File: src/rtl/hazard_scoreboard.sv
// Register and XALU hazard scoreboard for the decode stage: per-register countdowns
// of cycles until a result is forwardable, plus a busy counter for the multi-cycle XALU.
module hazard_scoreboard #(
  parameter int NREG    = 32,
  parameter int NSRC    = 2,
  parameter int TW      = 3,
  parameter int MUL_LAT = 4,
  parameter int DIV_LAT = 33,
  localparam int RW     = $clog2(NREG),
  localparam int XMAX   = (MUL_LAT > DIV_LAT) ? MUL_LAT : DIV_LAT,
  localparam int XW     = $clog2(XMAX + 1)
) (
  input  logic                 clk,
  input  logic                 reset,
  input  logic                 issue_valid,
  input  logic [NSRC-1:0]      src_need,
  input  logic [NSRC*RW-1:0]   src_reg,
  input  logic [NSRC*TW-1:0]   src_tuse,
  input  logic                 dst_we,
  input  logic [RW-1:0]        dst_reg,
  input  logic [TW-1:0]        dst_tnew,
  input  logic                 xalu_op,
  input  logic                 xalu_start,
  input  logic                 xalu_is_div,
  input  logic                 hold,
  input  logic                 flush,
  output logic                 stall,
  output logic                 issue_fire,
  output logic                 xalu_busy,
  output logic [NREG-1:0]      pending
);

  logic [TW-1:0] cnt [NREG];
  logic [XW-1:0] xcnt;

  logic [RW-1:0] src_idx [NSRC];
  logic [TW-1:0] src_t   [NSRC];
  logic [NSRC-1:0] stall_src;
  logic stall_x;
  logic load_en;
  logic xload_en;

  // Hazard checks use the counts before this cycle's load, so an instruction
  // reading its own destination sees the older producer only.
  for (genvar g = 0; g < NSRC; g++) begin : g_src
    assign src_idx[g]   = src_reg[g*RW +: RW];
    assign src_t[g]     = src_tuse[g*TW +: TW];
    assign stall_src[g] = src_need[g] && (src_idx[g] != '0) && (cnt[src_idx[g]] > src_t[g]);
  end

  assign stall_x    = xalu_op && (xcnt != '0);
  assign stall      = issue_valid && !flush && ((|stall_src) || stall_x || hold);
  assign issue_fire = issue_valid && !flush && !stall;
  assign load_en    = issue_fire && dst_we && (dst_reg != '0);
  assign xload_en   = issue_fire && xalu_start;

  always_ff @(posedge clk) begin
    cnt[0] <= '0;
    for (int r = 1; r < NREG; r++) begin
      if (reset || flush) begin
        cnt[r] <= '0;
      end else if (load_en && (dst_reg == RW'(r))) begin
        cnt[r] <= dst_tnew;
      end else if (!hold && (cnt[r] != '0)) begin
        cnt[r] <= cnt[r] - TW'(1);
      end
    end
  end

  // The XALU keeps counting through hold and flush: an operation in flight always completes.
  always_ff @(posedge clk) begin
    if (reset) begin
      xcnt <= '0;
    end else if (xload_en) begin
      xcnt <= xalu_is_div ? XW'(DIV_LAT) : XW'(MUL_LAT);
    end else if (xcnt != '0) begin
      xcnt <= xcnt - XW'(1);
    end
  end

  assign xalu_busy = (xcnt != '0);

  always_comb begin
    pending = '0;
    for (int r = 1; r < NREG; r++) begin
      pending[r] = (cnt[r] != '0);
    end
  end

endmodule

File: config.mk
export PLATFORM = sky130hd
export DESIGN_NAME = hazard_scoreboard
export DESIGN_NICKNAME = d
export VERILOG_FILES = /design/src/rtl/hazard_scoreboard.sv
export SDC_FILE = /design/constraint.sdc
export NUM_CORES = 1
export LEC_CHECK = 0
export BUFFER_PORTS_ARGS = -buffer_cell sky130_fd_sc_hd__buf_2
export CAP_MARGIN = 15
export CORE_MARGIN = 1
export CORE_UTILIZATION = 35
export DETAILED_ROUTE_END_ITERATION = 6
export GPL_TIMING_DRIVEN = 0
export PLACE_DENSITY_LB_ADDON = 0.08
export SETUP_SLACK_MARGIN = 0.2
export SYNTH_ARGS = -nofsm -noshare
export SYNTH_HDL_FRONTEND = slang
export SYNTH_SLANG_ARGS = --single-unit
export TNS_END_PERCENT = 100
File: constraint.sdc
create_clock -name clk -period 4.33 [get_ports clk]
set_input_delay 0.6495 -clock clk [delete_from_list [all_inputs] [get_ports clk]]
set_output_delay 0.6495 -clock clk [all_outputs]
set_load 0.05 [all_outputs]
==> results.txt <==
Cell internal power was estimated by the tool at 0.00197 W. The initial core utilization is 0.360. Of the cells placed in the final design, the portion with a size suffix greater than 1 is 0.252.

The checks that failed: negative setup slack. The clock passes through at most 2 buffers. The synthesized instance count is 858. During I/O placement, the number of pins put on the boundary was 70.

The number of enable flip-flop cells after synthesis came out at 93. The data arrival time at the worst-slack endpoint came out at 3790 ps. The worst slack at placement came out at -564 ps. Leaving out fill and tap cells, the most frequent cell in the layout is sky130_fd_sc_hd__nand3_1. The DRC violations left is 0. By startpoint and endpoint, the worst setup path is classified as input port to output port. The synthesized cell area came out at 9110 um2. The pre-antenna-repair detailed-routing pass consisted of 5 iterations. The max-capacitance violation count came out at 0. The worst pin sits at a relative slew slack of 0.431. Traced cell by cell, the critical path runs through buf_12 > buf_12 > mux4_2 > mux4_2 > nor2_2 > a31oi_2 > ha_1 > nor2b_1 > o21ai_1 > a211o_1 > buf_6 > buf_8 > clkbuf_16 > a31oi_4 > buf_6. The number of global-route vias before repair came to 7039.

CTS saw 99 sinks. The placeable core region came out at 25300 um2. Setup violations remaining at the end of the flow were counted as 2. The weighted congestion at the end of routability-driven global placement came out at 0.825.

The vertical extent of the die is 163 um. Using the TritonRoute via totals, the vias-per-cell ratio works out to 5.50. The part of the total power dissipated in the clock network is 0.252. The first-iteration detailed-routing DRC count came out at 519. The areal power density over the cells came out at 304 nW/um2. The number of hold violations in the final report was 0.

For this run, the post-layout net count is 1053. The initialized floorplan defines 58 standard-cell rows. For this run, the leading register cell type out of synthesis is sky130_fd_sc_hd__edfxtp_1. The total congestion overflow came out at 0.

The synthesized net count came out at 962. Dividing the detail-routed wire length by the instance count gives 23.0 um. STA puts the critical path data required time at 3680 ps.

The worst slack on hold paths came out at 505 ps. The width of the chip is 163 um. The static leakage came out at 4.43 nW. TritonCTS built the clock tree. The buffer cell driving the clock tree root is sky130_fd_sc_hd__clkbuf_16.

The initial antenna violation count came out at 0. Among all stages on the critical path, the largest delay is contributed by sky130_fd_sc_hd__mux4_2. The largest fanout on the critical path is 5. The share of flip-flops with an asynchronous set or reset is 0.

From synthesis to final layout, the design area changed by 16.1%. The total CTS buffers is 9. The number of different library cells used by synthesis comes to 56.

The depth of the CTS H-tree is 3. In the finished design, the share of the clock period the worst path needs comes to 1.02. The total wirelength of the detailed-routed design is 29.6 mm. The number of buffer and inverter instances along the worst setup path came out at 6.

Setup slack on the critical path of the routed design comes to -105 ps. The floorplan step defined a die boundary enclosing 26700 um2. The actual slew at the worst max-slew pin is 854 ps. Clock-pin slew was measured on the worst setup and hold paths at 70 ps. The minimum clock period is 4430 ps. The switching share of power came out at 0.387. Setup total negative slack on the finished layout was measured at -159 ps. The nature of the critical path endpoint is an output port. The share of power burned in combinational logic is 0.363. Of all cell types, the one taking the most synthesized area is sky130_fd_sc_hd__edfxtp_1. The cell family with the largest share of critical-path delay is multiplexers. The flow ran to the end, but the final reports show violations. The worst-case IR drop observed on VDD is 0.000178 V. The peak clock frequency supported by timing is 225 MHz. The number of pins exceeding their max-slew limit in the final report came out at 0. Yosys printed 0 warnings. The delay of the slowest cell on the worst path is 530 ps. The worst-skew pair later-pin latency is 370 ps. The library cells used most frequently in the layout, excluding fill and tap cells, are sky130_fd_sc_hd__nand3_1 (94), sky130_fd_sc_hd__edfxtp_1 (93), sky130_fd_sc_hd__inv_1 (71). Counting flops and latches in the post-synthesis netlist gives 99.

The antenna diode count is 0. The post-synthesis area per instance came out at 10.6 um2. After synthesis, the cell types taking the most area are sky130_fd_sc_hd__edfxtp_1 (31%), sky130_fd_sc_hd__mux4_2 (9.6%), sky130_fd_sc_hd__ha_1 (9.5%). Summed over all nets, the switching power comes to 0.00124 W. The area share of the leading cell type in the synthesized netlist came out at 0.306. The sort of element at the start of the critical path is an input port. The share of synthesized area occupied by flip-flops and latches is 0.320. The via count came out at 7062. Setup repair after global routing could not meet its margin everywhere. The proportion of power drawn by flip-flops and latches came out at 0.385.

The count of buffers inserted at the top-level ports came out at 63. The path category of the worst min-delay check is flip-flop to flip-flop. The post-DP HPWL is 22.5 mm.

Power comes to 0.00321 W. Entering global routing, the biggest net connects 17 pins. The global-route usage over all layers is 0.229. The global-route wire length before repair came out at 44.1 mm.

The post-route antenna net violation count came out at 0. The clock tree skew after final layout came out at 11.5 ps.
state kept, by name (all words and copies together), names as in the netlist:
name	count
cnt	93
xcnt	6
power by group through the flow:
stage / clock (W) / combinational (W) / sequential, W
after CTS: 0.000829 / 0.00116 / 0.00124
after detailed placement: 0 / 0.00111 / 0.00126
after global placement: 0 / 0.00111 / 0.00125
final: 0.000810 / 0.00116 / 0.00124
after floorplan: 0 / 0.000867 / 0.00121
after global routing: 0.000856 / 0.00126 / 0.00125
final timing paths:
| path | slack (ps) | to | from | cells after the start |
|---|---|---|---|---|
| min reg2reg | 510 | xcnt[3]$_SDFFE_PP0P_ | xcnt[3]$_SDFFE_PP0P_ | 2 |
| max reg2reg | 360 | cnt[24][2]$_DFFE_PP_ | cnt[8][1]$_DFFE_PP_ | 14 |
| min | 510 | xcnt[3]$_SDFFE_PP0P_ | xcnt[3]$_SDFFE_PP0P_ | 2 |
| max | -100 | stall | src_reg[0] | 15 |
cells by family after synthesis:
group / Yosys count / share of synthesized area
xor+xnor: 34 / 0.0327
mux: 141 / 0.213
other cells: 1 / 0.000411
flops: 99 / 0.320
compound gates: 59 / 0.0479
buf+inv: 126 / 0.0618
simple gates: 329 / 0.230
fa+ha+maj: 69 / 0.0947
worst reg2reg max path: cells and delay by family, from the launching register on:
kind | cells | cell delay, ps
AOI/OAI and AO/OA | 3 | 530
adders and majority gates | 1 | 320
buffers and inverters | 4 | 600
DFF | 1 | 440
muxes | 2 | 1040
and+or+nand+nor | 4 | 740
metrics by stage:
stage	std cells	utilization	instance area (um2)
floorplan	858	-	9220
global placement	1251	0.393	9950
detailed placement	1251	0.393	9950
CTS	1279	0.414	10500
global route	1284	0.418	10600
finish	1284	0.418	10600
area by class of cell:
| cell class | count | area (um2) |
|---|---|---|
| multi-input combinational | 633 | 5740 |
| tap | 330 | 413 |
| sequential | 99 | 2910 |
| inverter | 72 | 270 |
| fill | 2504 | 14700 |
| timing repair buffer | 80 | 528 |
| buffer | 54 | 445 |
| clock buffer | 11 | 233 |
| clock inverter | 5 | 38.8 |
metal layers:
| layer | track usage | part of all wire | up-vias |
|---|---|---|---|
| met3 | 0.0427 | 0.055 | 28 |
| met2 | 0.368 | 0.46 | 182 |
| met1 | 0.313 | 0.47 | 3485 |
| met4 | 0.0578 | 0.015 | 0 |
| li1 | - | - | 3367 |
| met5 | 0 | 0 | - |
synth_stat cells (4+ instances only):
master and n:
sky130_fd_sc_hd__nor3_1 12, sky130_fd_sc_hd__inv_1 71, sky130_fd_sc_hd__a211oi_1 4, sky130_fd_sc_hd__and3_1 28, sky130_fd_sc_hd__dfxtp_1 6, sky130_fd_sc_hd__clkbuf_1 31
sky130_fd_sc_hd__mux2i_1 67, sky130_fd_sc_hd__mux4_2 39, sky130_fd_sc_hd__nand3b_1 5, sky130_fd_sc_hd__a221oi_1 5, sky130_fd_sc_hd__nand2b_1 35, sky130_fd_sc_hd__nor2b_1 13
sky130_fd_sc_hd__ha_1 69, sky130_fd_sc_hd__buf_2 13, sky130_fd_sc_hd__buf_6 4, sky130_fd_sc_hd__nand4_4 20, sky130_fd_sc_hd__nand2_1 46, sky130_fd_sc_hd__edfxtp_1 93
sky130_fd_sc_hd__and2_1 6, sky130_fd_sc_hd__mux2_2 35, sky130_fd_sc_hd__a22o_1 5, sky130_fd_sc_hd__o31ai_1 10, sky130_fd_sc_hd__nand4_1 15, sky130_fd_sc_hd__a22oi_1 6
sky130_fd_sc_hd__xnor2_1 7, sky130_fd_sc_hd__xor2_1 27, sky130_fd_sc_hd__a31oi_1 8, sky130_fd_sc_hd__nor2_1 35, sky130_fd_sc_hd__o21ai_0 8, sky130_fd_sc_hd__nand3_1 95
what timing repair did:
item                       CTS  global route
setup buffers               11             5
setup endpoints to repair   15            10
pin swaps                   10             8
hold buffers                 0             0
cloned                       1             0
resized for setup           36            11
Note: power is estimated with default switching activity, not from simulation.
